[src/rtl/mext_pkg.sv]
// Shared M-extension types for the execute-stage multiplier front end.
package mext_pkg;

  localparam logic [6:0] FUNCT7_MEXT = 7'b0000001;

  typedef enum logic [1:0] {
    MUL,
    MULH,
    MULHSU,
    MULHU
  } mul_op_e;

  typedef enum logic [2:0] {
    S_IDLE,
    S_LAUNCH,
    S_WAIT,
    S_RESP,
    S_DRAIN
  } mul_issue_state_e;

endpackage

[src/rtl/mul_issue_ctrl_if.sv]
// E-stage request, multiplier and writeback signals of the multiply issue controller.
interface mul_issue_ctrl_if #(
  parameter int XLEN = 32
);
  logic            req_valid;
  logic [1:0]      req_funct3;
  logic [XLEN-1:0] req_rs1;
  logic [XLEN-1:0] req_rs2;
  logic [4:0]      req_rd;
  logic            flush;
  logic            stall_o;
  logic            startE;
  logic [1:0]      mul_opcode;
  logic [XLEN-1:0] operand1;
  logic [XLEN-1:0] operand2;
  logic            mul_done;
  logic            mul_use;
  logic [XLEN-1:0] mul_result;
  logic            wb_valid;
  logic [4:0]      wb_rd;
  logic [XLEN-1:0] wb_data;
  logic            mul_err;

  modport master (
    input  req_valid, req_funct3, req_rs1, req_rs2,
    input  req_rd, flush,
    input  mul_done, mul_use, mul_result,
    output stall_o, startE, mul_opcode,
    output operand1, operand2,
    output wb_valid, wb_rd, wb_data, mul_err
  );

  modport slave (
    output req_valid, req_funct3, req_rs1, req_rs2,
    output req_rd, flush,
    output mul_done, mul_use, mul_result,
    input  stall_o, startE, mul_opcode,
    input  operand1, operand2,
    input  wb_valid, wb_rd, wb_data, mul_err
  );

endinterface

[src/rtl/mul_watchdog_cnt.sv]
// Cycle watchdog: cleared on state entry, counts while enabled,
// flags expiry on the LIMIT-th enabled cycle.
module mul_watchdog_cnt #(
  parameter int LIMIT = 64
) (
  input  logic clk,
  input  logic rst_n,
  input  logic clear,
  input  logic enable,
  output logic expired
);

  localparam int W = $clog2(LIMIT + 1);

  logic [W-1:0] cnt_q;
  logic [W-1:0] cnt_d;

  assign expired = enable && (cnt_q == W'(LIMIT - 1));

  always_comb begin
    cnt_d = cnt_q;
    if (clear) begin
      cnt_d = '0;
    end else if (enable && !expired) begin
      cnt_d = cnt_q + 1'b1;
    end
  end

  always_ff @(posedge clk or negedge rst_n) begin
    if (!rst_n) begin
      cnt_q <= '0;
    end else begin
      cnt_q <= cnt_d;
    end
  end

endmodule

[src/rtl/mul_issue_ctrl.sv]
// Execute-stage front end for the iterative multiplier: stall,
// launch, wait for done, one-cycle writeback, flush and watchdog.
module mul_issue_ctrl
  import mext_pkg::*;
#(
  parameter int XLEN        = 32,
  parameter int TIMEOUT_CYC = 64,
  parameter bit EARLY_OUT   = 1'b1
) (
  input logic             clk,
  input logic             rst_n,
  mul_issue_ctrl_if.master bus
);

  mul_issue_state_e state_q, state_d;
  mul_op_e          op_q, op_d;
  logic [XLEN-1:0]  op1_q, op1_d;
  logic [XLEN-1:0]  op2_q, op2_d;
  logic [XLEN-1:0]  wb_data_q, wb_data_d;
  logic [4:0]       wb_rd_q, wb_rd_d;
  logic             start_q, start_d;
  logic             wb_valid_q, wb_valid_d;
  logic             err_q, err_d;
  logic             stall;
  logic             wd_clr;
  logic             wd_en;
  logic             wd_expired;
  logic             zero_opnd;

  assign zero_opnd = (bus.req_rs1 == '0) || (bus.req_rs2 == '0);
  assign wd_en     = (state_q == S_WAIT) || (state_q == S_DRAIN);

  mul_watchdog_cnt #(
    .LIMIT (TIMEOUT_CYC)
  ) u_wd (
    .clk     (clk),
    .rst_n   (rst_n),
    .clear   (wd_clr),
    .enable  (wd_en),
    .expired (wd_expired)
  );

  always_comb begin
    state_d    = state_q;
    op_d       = op_q;
    op1_d      = op1_q;
    op2_d      = op2_q;
    wb_data_d  = wb_data_q;
    wb_rd_d    = wb_rd_q;
    start_d    = 1'b0;
    wb_valid_d = 1'b0;
    err_d      = 1'b0;
    stall      = 1'b0;
    wd_clr     = 1'b0;
    unique case (state_q)
      S_IDLE: begin
        if (bus.req_valid && !bus.flush) begin
          stall   = 1'b1;
          op_d    = mul_op_e'(bus.req_funct3);
          op1_d   = bus.req_rs1;
          op2_d   = bus.req_rs2;
          wb_rd_d = bus.req_rd;
          if (EARLY_OUT && zero_opnd) begin
            wb_data_d  = '0;
            wb_valid_d = 1'b1;
            state_d    = S_RESP;
          end else begin
            state_d = S_LAUNCH;
          end
        end
      end
      S_LAUNCH: begin
        stall = 1'b1;
        if (bus.flush) begin
          state_d = S_IDLE;
        end else if (!bus.mul_use) begin
          start_d = 1'b1;
          wd_clr  = 1'b1;
          state_d = S_WAIT;
        end
      end
      S_WAIT: begin
        stall = 1'b1;
        if (bus.flush) begin
          wd_clr  = 1'b1;
          state_d = S_DRAIN;
        end else if (bus.mul_done) begin
          wb_data_d  = bus.mul_result;
          wb_valid_d = 1'b1;
          state_d    = S_RESP;
        end else if (wd_expired) begin
          err_d   = 1'b1;
          state_d = S_IDLE;
        end
      end
      S_RESP: begin
        state_d = S_IDLE;
      end
      S_DRAIN: begin
        // the launched op is still in flight; hold any new instruction
        stall = bus.req_valid;
        if (bus.mul_done) begin
          state_d = S_IDLE;
        end else if (wd_expired) begin
          err_d   = 1'b1;
          state_d = S_IDLE;
        end
      end
      default: begin
        state_d = S_IDLE;
      end
    endcase
  end

  always_ff @(posedge clk or negedge rst_n) begin
    if (!rst_n) begin
      state_q    <= S_IDLE;
      op_q       <= MUL;
      op1_q      <= '0;
      op2_q      <= '0;
      wb_data_q  <= '0;
      wb_rd_q    <= '0;
      start_q    <= 1'b0;
      wb_valid_q <= 1'b0;
      err_q      <= 1'b0;
    end else begin
      state_q    <= state_d;
      op_q       <= op_d;
      op1_q      <= op1_d;
      op2_q      <= op2_d;
      wb_data_q  <= wb_data_d;
      wb_rd_q    <= wb_rd_d;
      start_q    <= start_d;
      wb_valid_q <= wb_valid_d;
      err_q      <= err_d;
    end
  end

  assign bus.stall_o    = stall && rst_n;
  assign bus.startE     = start_q;
  assign bus.mul_opcode = op_q;
  assign bus.operand1   = op1_q;
  assign bus.operand2   = op2_q;
  assign bus.wb_valid   = wb_valid_q && !bus.flush;
  assign bus.wb_rd      = wb_rd_q;
  assign bus.wb_data    = wb_data_q;
  assign bus.mul_err    = err_q;

endmodule
[src/flat_wrapper.sv]
// flat-port wrapper written by rule: the top's interface ports become plain ports
module mul_issue_ctrl_flat import mext_pkg::*;
#(
  parameter int XLEN        = 32,
  parameter int TIMEOUT_CYC = 64,
  parameter bit EARLY_OUT   = 1'b1
)
  (clk, rst_n, bus_req_valid, bus_req_funct3, bus_req_rs1, bus_req_rs2, bus_req_rd, bus_flush, bus_mul_done, bus_mul_use, bus_mul_result, bus_stall_o, bus_startE, bus_mul_opcode, bus_operand1, bus_operand2, bus_wb_valid, bus_wb_rd, bus_wb_data, bus_mul_err);
  mul_issue_ctrl_if #(.XLEN(XLEN)) bus_i ();
  input logic clk;
  input logic rst_n;
  input wire logic [$bits(bus_i.req_valid)-1:0] bus_req_valid;
  input wire logic [$bits(bus_i.req_funct3)-1:0] bus_req_funct3;
  input wire logic [$bits(bus_i.req_rs1)-1:0] bus_req_rs1;
  input wire logic [$bits(bus_i.req_rs2)-1:0] bus_req_rs2;
  input wire logic [$bits(bus_i.req_rd)-1:0] bus_req_rd;
  input wire logic [$bits(bus_i.flush)-1:0] bus_flush;
  input wire logic [$bits(bus_i.mul_done)-1:0] bus_mul_done;
  input wire logic [$bits(bus_i.mul_use)-1:0] bus_mul_use;
  input wire logic [$bits(bus_i.mul_result)-1:0] bus_mul_result;
  output wire logic [$bits(bus_i.stall_o)-1:0] bus_stall_o;
  output wire logic [$bits(bus_i.startE)-1:0] bus_startE;
  output wire logic [$bits(bus_i.mul_opcode)-1:0] bus_mul_opcode;
  output wire logic [$bits(bus_i.operand1)-1:0] bus_operand1;
  output wire logic [$bits(bus_i.operand2)-1:0] bus_operand2;
  output wire logic [$bits(bus_i.wb_valid)-1:0] bus_wb_valid;
  output wire logic [$bits(bus_i.wb_rd)-1:0] bus_wb_rd;
  output wire logic [$bits(bus_i.wb_data)-1:0] bus_wb_data;
  output wire logic [$bits(bus_i.mul_err)-1:0] bus_mul_err;
  assign bus_i.req_valid = bus_req_valid;
  assign bus_i.req_funct3 = bus_req_funct3;
  assign bus_i.req_rs1 = bus_req_rs1;
  assign bus_i.req_rs2 = bus_req_rs2;
  assign bus_i.req_rd = bus_req_rd;
  assign bus_i.flush = bus_flush;
  assign bus_i.mul_done = bus_mul_done;
  assign bus_i.mul_use = bus_mul_use;
  assign bus_i.mul_result = bus_mul_result;
  assign bus_stall_o = bus_i.stall_o;
  assign bus_startE = bus_i.startE;
  assign bus_mul_opcode = bus_i.mul_opcode;
  assign bus_operand1 = bus_i.operand1;
  assign bus_operand2 = bus_i.operand2;
  assign bus_wb_valid = bus_i.wb_valid;
  assign bus_wb_rd = bus_i.wb_rd;
  assign bus_wb_data = bus_i.wb_data;
  assign bus_mul_err = bus_i.mul_err;
  mul_issue_ctrl #(.XLEN(XLEN), .TIMEOUT_CYC(TIMEOUT_CYC), .EARLY_OUT(EARLY_OUT)) u_core (.clk(clk), .rst_n(rst_n), .bus(bus_i));
endmodule
[config.mk]
export PLATFORM = sky130hd
export DESIGN_NAME = mul_issue_ctrl_flat
export DESIGN_NICKNAME = d
export VERILOG_FILES = /design/src/rtl/mext_pkg.sv /design/src/rtl/mul_issue_ctrl_if.sv /design/src/rtl/mul_watchdog_cnt.sv /design/src/rtl/mul_issue_ctrl.sv /design/src/flat_wrapper.sv
export SDC_FILE = /design/constraint.sdc
export NUM_CORES = 1
export LEC_CHECK = 0
export CORE_MARGIN = 2
export CORE_UTILIZATION = 46
export DETAILED_ROUTE_END_ITERATION = 12
export GPL_TIMING_DRIVEN = 0
export PLACE_DENSITY_LB_ADDON = 0.2
export SETUP_SLACK_MARGIN = 0.15
export SLEW_MARGIN = 20
export SYNTH_ARGS = -nofsm -noshare
export SYNTH_HDL_FRONTEND = slang
export SYNTH_HIERARCHICAL = 1
export SYNTH_SLANG_ARGS = --single-unit
[constraint.sdc]
create_clock -name clk -period 5.73 [get_ports clk]
set_input_delay 1.146 -clock clk [delete_from_list [all_inputs] [get_ports clk]]
set_output_delay 1.146 -clock clk [all_outputs]
set_load 0.03 [all_outputs]
Yosys cells after proc, flatten, opt, wreduce, memory -nomap -nowiden
Cells that the tools add are included.
{"block": "totals", "ff_bits": 116, "ram_bits": 0, "memories": 0, "latch_bits": 0, "rom_bits": 0, "inputBits": 109}
{"block": "op_classes", "muxes": 32, "n_eq_ne": 9, "n_lt_le_gt_ge": 0, "bitwise_logic": 0, "addsub": 1, "n_mul": 0, "div": 0, "reduce_logical": 18, "shifts": 0}
{"cell": "32-bit two-way mux", "n": 4}
{"cell": "32-bit logical NOT", "n": 2}
{"cell": "32-bit case mux with 2 select lines", "n": 1}
{"cell": "3-bit two-way mux", "n": 7}
{"cell": "7-bit two-way mux", "n": 2}
{"cell": "1-bit two-way mux", "n": 12}
{"cell": "3-bit case mux with 4 select lines", "n": 1}
{"cell": "7-bit by 1-bit adder with 7-bit output, second input constant", "n": 1}
{"cell": "7-bit by 6-bit equality test with 1-bit output, second input constant", "n": 1}
{"cell": "1-bit case mux with 2 select lines", "n": 3}
{"cell": "1-bit logical AND", "n": 5}
{"cell": "5-bit AND reduction", "n": 1}
{"cell": "2-bit by 1-bit != test with 1-bit output, second input constant", "n": 2}
{"cell": "2-bit != test, second input constant", "n": 2}
{"cell": "2-bit AND reduction", "n": 2}
{"cell": "2-bit nonzero test", "n": 2}
{"cell": "3-bit by 1-bit equality test with 1-bit output, second input constant", "n": 1}
{"cell": "3-bit by 2-bit equality test with 1-bit output, second input constant", "n": 1}
{"cell": "3-bit equality test, second input constant", "n": 1}
{"cell": "3-bit logical NOT", "n": 1}
{"cell": "3-bit != test, second input constant", "n": 1}
{"cell": "1-bit case mux with 3 select lines", "n": 1}
{"cell": "1-bit logical NOT", "n": 2}
{"cell": "1-bit logical OR", "n": 2}
{"cell": "other kinds (2)", "n": 2}

Depth between registers and ports, before layout
Gate-level depths: netlist of run 1.
{"block": "logic_depth", "ltp_word": 7, "depth_mapped": 9}

Cells and area by module
Netlist of run 1, hierarchy kept.
{"mod": "mul_issue_ctrl", "area_each_um2": 4566.9, "cells_per_inst": 476, "n_inst": 1}
{"mod": "mul_watchdog_cnt", "area_each_um2": 390.4, "cells_per_inst": 39, "n_inst": 1}

Worst setup path before layout of run 1
Ideal clock, no wire load.
{"block": "synth_timing", "path_type": "input -> output", "from": "input bus_req_valid", "to": "output bus_stall_o", "arrival_time_ns": 1.900, "path_stages": 4, "setup_slack_ns": 2.684, "t_required_ns": 4.584, "path_buffers": 0, "path_cell_list": "nor2b_1 -> nor2_1 -> o32ai_1 -> and2_1"}
{"block": "synth_via", "elab_chain_len": 4}
{"element": "start: declaration", "line_no": "flat_wrapper.sv:12", "rtl": "input wire logic [$bits(bus_i.req_valid)-1:0] bus_req_valid;"}
{"element": "1-bit logical AND", "line_no": "mul_issue_ctrl.sv:57", "rtl": "if (bus.req_valid && !bus.flush) begin"}
{"element": "1-bit two-way mux", "line_no": "mul_issue_ctrl.sv:57"}
{"element": "1-bit case mux with 3 select lines (*)", "line_no": "mul_issue_ctrl.sv:55", "rtl": "unique case (state_q)"}
{"element": "1-bit logical AND (*)", "line_no": "mul_issue_ctrl.sv:139", "rtl": "assign bus.stall_o = stall && rst_n;"}
{"element": "end: declaration", "line_no": "flat_wrapper.sv:21", "rtl": "output wire logic [$bits(bus_i.stall_o)-1:0] bus_stall_o;"}
Mark *: on every way between the ends. The rest lies on a longest branch, timed or not.

Final worst setup path of run 1
{"block": "layout_timing", "from": "input bus_flush", "to": "output bus_stall_o"}
{"block": "layout_via", "elab_chain_len": 5}
{"element": "start: declaration", "line_no": "flat_wrapper.sv:17", "rtl": "input wire logic [$bits(bus_i.flush)-1:0] bus_flush;"}
{"element": "1-bit logical NOT", "line_no": "mul_issue_ctrl.sv:57"}
{"element": "1-bit logical AND", "line_no": "mul_issue_ctrl.sv:57"}
{"element": "1-bit two-way mux", "line_no": "mul_issue_ctrl.sv:57"}
{"element": "1-bit case mux with 3 select lines", "line_no": "mul_issue_ctrl.sv:55"}
{"element": "1-bit logical AND", "line_no": "mul_issue_ctrl.sv:139"}
No other way between the ends.

==> qor.yml, run 1 <==
grt:
  number_of_antenna_violations_at_the_first_check_in_global_routing: 0
  groute.usage.overall_pct: 25.6
  globalRouteOverflowTotal: 0
  via_count_of_the_first_global_routing_pass: 4637
  grt_max_degree: 66
  grt_first_pass_wirelength_mm: 22.7
route:
  maxUsedRoutingLayer: "met4"
  first_iter_violations: 244
  wirelength_met1_mm: 5.54
  dr_total_vias: 4536
  drt_drc_violations_left: 0
  ant_nets: 0
  drt_pre_antenna_iters: 6
  dr_wl_met2_mm: 7.10
  routed_met3_length_mm: 1.36
  route.final.wire_length_mm: 14.3
  detail_route.wl_per_cell_um: 15.9
  avgViaCountPerCell: 5.05
clock_tree:
  worst_skew_pair.late_latency_ns: 0.52
  ctsResizeCount: 0
  post_cts_buffers: 0
  cts_buffers: 17
  clock-sinks: 116
  cts_root_buffer: "sky130_fd_sc_hd__clkbuf_8"
  cts_tree: "built"
  number_of_buffers_inserted_for_hold_repair_after_clock_tree_synthesis: 0
  cts-root-to-sink-buffers: 2
  htreeDepth: 4
  cts.reportedPaths.clkPinSlew_ns: 0.05
die:
  placement_rows: 37
  dieHeight_um: 108
  die_w_um: 108
  initial_core_util_pct: 47.6
  design.die.area_sq_um: 11600
  core_area_sq_um: 10400
  num_io_pins: 216
synthesis:
  synth.mux.area_fraction_pct: 7.12
  synth_sequential_area_ratio_pct: 58.6
  yosysWarningCount: 6
  avgSynthCellArea_sq_um: 9.63
  syn_area_sq_um: 4960
  post_synthesis_sequential_element_count: 116
  yosys.cell_types.count: 43
  synthAdderAreaFrac_pct: 0.252
  post_synth_and_or_nand_nor_area_fraction_pct: 23.3
  synth_nets: 625
  synth-main-ff-cell: "sky130_fd_sc_hd__dfrtp_1"
  synth-edff-count: 0
  synth-compound-area-share_pct: 6.76
  syn-instance-count: 515
  post_synth_xor_area_fraction_pct: 0
  dominant_combinational_cell_family_by_area_after_synthesis: "simple AND/OR/NAND/NOR gates"
  async_sr_flop_fraction_pct: 100
placement:
  placement.cell_area_sq_um: 7310
  buffer_ports.inserted: 215
  place.detailed.hpwl_mm: 10.5
  dp.cells: 867
  dp_slack_ns: 1.43
  routabilityCongestion: 0.845
timing:
  rsz0062_at_grt: "false"
  finalSetupViolCount: 0
  worst_pin_slew_ns: 0.485
  setup_tns_ns: 0
  timing.slew.headroom_pct: 67.7
  final_critical_path_setup_slack_ns: 1.37
  fin_crit_sh_pct: 76.1
  finalHoldViolCount: 0
  layout_min_cycle_time_ns: 4.36
  timing.clock.skew_ns: 0.00879
  final-max-slew-violation-count: 0
  max_freq_ghz: 0.229
critical_path:
  critical_path.reg2reg.endpoint: "u_core/state_q[1]$_DFFE_PN0P_"
  cp.required_ns: 4.58
  worst_path_max_delay_cell: "sky130_fd_sc_hd__clkdlybuf4s50_1"
  worst_setup_path_end_kind: "output pin"
  path_cells: "clkdlybuf4s50_1 > nor2b_1 > nor2_1 > o32ai_1 > and2_1 > clkdlybuf4s50_1"
  timing.reg2reg.setup_slack_ns: 3.51
  critical-path-top-delay-family: "buffers and inverters"
  stage_delay_of_the_slowest_cell_on_the_critical_path_ns: 0.66
  critPathArrivalTime_ns: 3.22
  worstReg2RegStart: "u_core/state_q[1]$_DFFE_PN0P_"
  critical_path.n_buffers_inverters: 2
  critical_path_most_common_cell: "sky130_fd_sc_hd__clkdlybuf4s50_1"
  timing_worst_setup_path_type: "input port to output pin"
  reg2reg_path_depth: 9
  path_max_fanout: 8
  cp-start-kind: "input port"
finish:
  finalNetCount: 860
  antenna_cells: 0
  stdcell_area_sq_um: 7910
  layout_area_overhead_pct: 59.6
  layoutNonFillerInstCount: 899
  layout-drive-gt1-share_pct: 8.26
power_and_ir_drop:
  power-per-cell-area_nw_per_um2: 557
  totalPowerFinal_mw: 4.40
  cellLeakagePower_nw: 3.88
  peakVddDrop_mv: 0.333
job:
  maxCapViolCount: 0
min_path:
  whs_path_depth: 2
  timing.hold.worst.start: "u_core/bus.operand1[6]$_DFFE_PN0N_"
  worstHoldEndpoint: "u_core/bus.operand1[6]$_DFFE_PN0N_"
  min-delay-path-class: "flop to flop"
outcome:
  outcome: "finished clean"
[routing by layer]
layer / up-vias / global-route usage [%]
met5: - / 0
met4: 0 / 9.07
met3: 20 / 11.7
met2: 188 / 42.3
met1: 2142 / 29.3
li1: 2186 / -
[cells by family (layout without fill, tap and decap cells)]
kind of cell    after synthesis  in the layout
simple gates                272            272
flops                       116            116
compound gates               57             57
mux                          35             35
buf+inv                      34            282
fa+ha+maj                     1              1
[cells in the mapped netlist (2+ instances only)]
library cell	count	area, sq um
sky130_fd_sc_hd__mux2i_1	33	330
sky130_fd_sc_hd__o21ba_2	2	20.0
sky130_fd_sc_hd__dfrtp_1	116	2900
sky130_fd_sc_hd__a21oi_1	37	185
sky130_fd_sc_hd__nand2_1	215	807
sky130_fd_sc_hd__a31oi_1	3	18.8
sky130_fd_sc_hd__buf_2	11	55.1
sky130_fd_sc_hd__inv_1	5	18.8
sky130_fd_sc_hd__nand2b_1	4	25.0
sky130_fd_sc_hd__a211oi_1	2	15.0
sky130_fd_sc_hd__nor3_1	4	20.0
sky130_fd_sc_hd__nor2_1	7	26.3
sky130_fd_sc_hd__buf_4	7	52.6
sky130_fd_sc_hd__o21ai_0	4	20.0
sky130_fd_sc_hd__buf_6	4	45.0
sky130_fd_sc_hd__nand4_1	6	37.5
sky130_fd_sc_hd__clkbuf_1	6	22.5
sky130_fd_sc_hd__nor4_1	18	113
sky130_fd_sc_hd__and2_1	2	12.5
sky130_fd_sc_hd__nor2b_1	6	37.5
[flip-flops by register name, indices dropped and copies added, names as in the netlist]
| register | count |
|---|---|
| u_core/bus.wb_data | 32 |
| u_core/bus.wb_rd | 5 |
| u_core/bus.startE | 1 |
| u_core/wb_valid_q | 1 |
| u_core/bus.mul_opcode | 2 |
| u_core/bus.operand1 | 32 |
| u_core/bus.mul_err | 1 |
| u_core/u_wd/cnt_q | 7 |
| u_core/state_q | 3 |
| u_core/bus.operand2 | 32 |
[worst reg2reg max path: cells and delay by family, from the launching register on]
family	cells	cell delay (ns)
DFF	1	0.37
buffers and inverters	2	0.41
AOI/OAI and AO/OA	4	0.71
and+or+nand+nor	3	0.58
[cell type report]
cell class	instances	area [sq um]
sequential	116	2900
fill	723	2510
timing repair buffer	216	2180
multi-input combinational	365	1860
clock buffer	23	477
buffer	29	180
tap	136	170
clock inverter	9	125
inverter	5	18.8
[power by group]
group / total [mW] / leakage [nW] / switching (mW) / internal, mW
Clock: 1.06 / 0.294 / 0.355 / 0.705
Combinational: 2.01 / 2.11 / 1.18 / 0.821
Sequential: 1.34 / 1.48 / 0.183 / 1.16
[stage by stage]
stage / util [%] / hold WS [ns]
floorplan: - / 0.482
global placement: 69.9 / 0.457
detailed placement: 70.2 / 0.461
CTS: 75.9 / 0.475
global route: 75.9 / 0.505
finish: 75.9 / 0.473
[worst max-delay path by stage]
| stage | to | slack (ns) | start | depth (start not counted) |
|---|---|---|---|---|
| floorplan | bus_stall_o | 2.68 | bus_req_valid | 4 |
| global placement | bus_stall_o | -1.94 | rst_n | 3 |
| detailed placement | bus_stall_o | 1.43 | bus_flush | 6 |
| CTS | bus_stall_o | 1.37 | bus_flush | 6 |
| global route | bus_stall_o | 1.28 | bus_flush | 6 |
| finish | bus_stall_o | 1.37 | bus_flush | 6 |
[cell usage in the layout (no fill, tap or decap), types with 6 or more instances in the layout]
cell type                         instances
sky130_fd_sc_hd__nand4_1                  6
sky130_fd_sc_hd__clkdlybuf4s50_1        214
sky130_fd_sc_hd__buf_4                    7
sky130_fd_sc_hd__buf_2                   11
sky130_fd_sc_hd__nor2b_1                  6
sky130_fd_sc_hd__nor4_1                  18
sky130_fd_sc_hd__clkbuf_16               16
sky130_fd_sc_hd__nand2_1                215
sky130_fd_sc_hd__dfrtp_1                116
sky130_fd_sc_hd__clkbuf_1                 8
sky130_fd_sc_hd__a21oi_1                 37
sky130_fd_sc_hd__nor2_1                   7
sky130_fd_sc_hd__mux2i_1                 33
(Power assumes the default switching activity.)
==> inputs of run 2 (changes only) <==
CORE_UTILIZATION = 42   (was 46)
clock period = 4.2 ns   (was 5.73 ns; I/O delays follow)
==> run 2 against run 1 <==
Against the previous run:
- clock power rose by 38%
- register-to-register slack worse by 1.5 ns
- non-clock buffer count stayed put
- final area increased by 0.19%
- sequential share of layout area shrank 0.070 points
- first-iteration DRC count down 29%
==> qor.yml, run 2 (same netlist as run 1, synthesis figures left out) <==
clock_tree:
  cts_buffers: 17  # unchanged
  number_of_buffers_inserted_for_hold_repair_after_clock_tree_synthesis: 0  # unchanged
  cts-root-to-sink-buffers: 2  # unchanged
  cts_root_buffer: "sky130_fd_sc_hd__clkbuf_16"  # was sky130_fd_sc_hd__clkbuf_8
  clock-sinks: 116  # unchanged
  ctsResizeCount: 0  # unchanged
  cts_tree: "built"  # unchanged
  htreeDepth: 4  # unchanged
  cts.reportedPaths.clkPinSlew_ns: 0.05  # about the same
  post_cts_buffers: 0  # unchanged
  worst_skew_pair.late_latency_ns: 0.40  # was 0.52 ns
route:
  ant_nets: 0  # unchanged
  first_iter_violations: 173  # was 244
  route.final.wire_length_mm: 14.0  # was 14.3 mm
  detail_route.wl_per_cell_um: 15.5  # was 15.9 um
  drt_pre_antenna_iters: 6  # unchanged
  drt_drc_violations_left: 0  # unchanged
  dr_total_vias: 4506  # was 4536
  avgViaCountPerCell: 4.98  # was 5.05
finish:
  sequential_cell_area_sq_um: 2900  # unchanged
  layout-drive-gt1-share_pct: 8.28  # was 8.26%
  multi_input_area_sq_um: 1860  # unchanged
  finalNetCount: 860  # unchanged
  layout_commonest_cell: "sky130_fd_sc_hd__nand2_1"  # unchanged
  layout_area_overhead_pct: 59.9  # was 59.6%
  layoutNonFillerInstCount: 904  # was 899
  layout.core_utilization_pct: 69.1  # was 75.9%
  final.fill_count: 909  # was 723
  antenna_cells: 0  # unchanged
  layout_common_cells: "215 x sky130_fd_sc_hd__nand2_1, 214 x sky130_fd_sc_hd__clkdlybuf4s50_1, 116 x sky130_fd_sc_hd__dfrtp_1, 37 x sky130_fd_sc_hd__a21oi_1, 33 x sky130_fd_sc_hd__mux2i_1"  # unchanged
  stdcell_area_sq_um: 7930  # was 7910 sq um
timing:
  max_freq_ghz: 0.274
  worst_pin_slew_ns: 0.511  # was 0.485 ns
  finalSetupViolCount: 0  # unchanged
  timing.clock.skew_ns: 0.0105  # was 0.00879 ns
  timing.slew.headroom_pct: 65.9  # was 67.7%
  final-max-slew-violation-count: 0  # unchanged
  finalHoldViolCount: 0  # unchanged
  rsz0062_at_grt: "false"  # unchanged
  fin_crit_sh_pct: 87.0
  layout_min_cycle_time_ns: 3.65
die:
  die_w_um: 113  # was 108 um
  initial_core_util_pct: 43.2  # was 47.6%
  placement_rows: 39  # was 37
  design.die.area_sq_um: 12700  # was 11600 sq um
  core_area_sq_um: 11500  # was 10400 sq um
  num_io_pins: 216  # unchanged
  dieHeight_um: 113  # was 108 um
grt:
  globalRouteOverflowTotal: 0  # unchanged
  via_count_of_the_first_global_routing_pass: 4614  # was 4637
  grt_max_degree: 66  # unchanged
  grt_first_pass_wirelength_mm: 23.0  # was 22.7 mm
  groute.usage.overall_pct: 23.1  # was 25.6%
  number_of_antenna_violations_at_the_first_check_in_global_routing: 0  # unchanged
placement:
  routabilityCongestion: 0.871  # was 0.845
  buffer_ports.inserted: 215  # unchanged
  placement.cell_area_sq_um: 7320  # was 7310 sq um
  place.detailed.hpwl_mm: 10.6  # was 10.5 mm
  dp.cells: 874  # was 867
outcome:
  outcome: "finished clean"  # unchanged
critical_path:
  critical-path-top-delay-family: "buffers and inverters"  # unchanged
  cp.required_ns: 3.36  # was 4.58 ns
  cp-start-kind: "input port"  # unchanged
  worstReg2RegStart: "u_core/state_q[1]$_DFFE_PN0P_"  # unchanged
  critical_path.n_buffers_inverters: 2  # unchanged
  timing.reg2reg.setup_slack_ns: 2.04  # was 3.51 ns
  critical_path_most_common_cell: "sky130_fd_sc_hd__clkdlybuf4s50_1"  # unchanged
  cp-endpoint: "bus_stall_o"  # unchanged
  critical_path.reg2reg.endpoint: "u_core/state_q[1]$_DFFE_PN0P_"  # unchanged
  reg2reg_path_depth: 9  # unchanged
  path_max_fanout: 8  # unchanged
  stage_delay_of_the_slowest_cell_on_the_critical_path_ns: 0.67  # was 0.66 ns
  worst_setup_path_end_kind: "output pin"  # unchanged
  setup.worst_path.start: "bus_flush"  # unchanged
  path_depth: 6  # unchanged
  critPathArrivalTime_ns: 2.81  # was 3.22 ns
  timing_worst_setup_path_type: "input port to output pin"  # unchanged
  worst_path_max_delay_cell: "sky130_fd_sc_hd__clkdlybuf4s50_1"  # unchanged
  path_cells: "clkdlybuf4s50_1 > nor2b_1 > nor2_1 > o32ai_1 > and2_1 > clkdlybuf4s50_1"  # unchanged
power_and_ir_drop:
  peakVddDrop_mv: 0.482  # was 0.333 mV
  power-per-cell-area_nw_per_um2: 758  # was 557 nW/um^2
  cellLeakagePower_nw: 3.88  # about the same
  totalPowerFinal_mw: 6.01  # was 4.40 mW
min_path:
  min-delay-path-class: "input port to async pin"  # was flop to flop
job:
  maxCapViolCount: 0  # unchanged
## run 2: cell count changes in the layout (fill, tap and decap cells not counted), sizes merged
cell,change
clkinv,-1
clkbuf,-2
clkinvlp,+1
## run 2: power breakdown
part	internal (mW)	switching, mW
sequential	1.58	0.250
clock	0.984	0.475
combinational	1.12	1.60
total	3.68	2.33
## run 2: per-layer routing
metal | vias to the layer above | GRT usage, % | wire, um
li1 | 2190 | - | -
met1 | 2132 | 26.9 | 5580
met2 | 165 | 37.8 | 6900
met3 | 19 | 10.5 | 1300
met4 | 0 | 8.21 | 257
met5 | - | 0 | 0
## run 2: how the worst min path moves through the flow
stage	from	endpoint	slack (ns)	cells past startpoint
after floorplan	u_core/u_wd/cnt_q[3]$_DFFE_PN0P_	u_core/u_wd/cnt_q[3]$_DFFE_PN0P_	0.48	1
after global placement	u_core/bus.operand1[3]$_DFFE_PN0N_	u_core/bus.operand1[3]$_DFFE_PN0N_	0.46	2
after detailed placement	u_core/bus.operand2[12]$_DFFE_PN0N_	u_core/bus.operand2[12]$_DFFE_PN0N_	0.46	2
after CTS	rst_n	u_core/u_wd/cnt_q[3]$_DFFE_PN0P_	0.39	1
after global routing	rst_n	u_core/u_wd/cnt_q[3]$_DFFE_PN0P_	0.41	1
final	rst_n	u_core/u_wd/cnt_q[3]$_DFFE_PN0P_	0.40	1
## run 2: area by class of cell
type / count / area share, %
well taps: 143 / 2.26
multi-input cells: 365 / 23.4
inverters: 5 / 0.237
plain buffers: 29 / 2.27
clock buffers: 21 / 6.06
flip-flops and latches: 116 / 36.6
repair buffers: 216 / 27.5
clock inverters: 9 / 1.61
## run 2: stage by stage
step	hold slack (ns)	setup TNS (ns)	setup slack (ns)
after floorplan	0.482	0	1.77
after global placement	0.457	-252.16	-2.92
after detailed placement	0.462	0	0.544
after CTS	0.391	0	0.527
after global routing	0.410	0	0.471
final	0.398	0	0.545
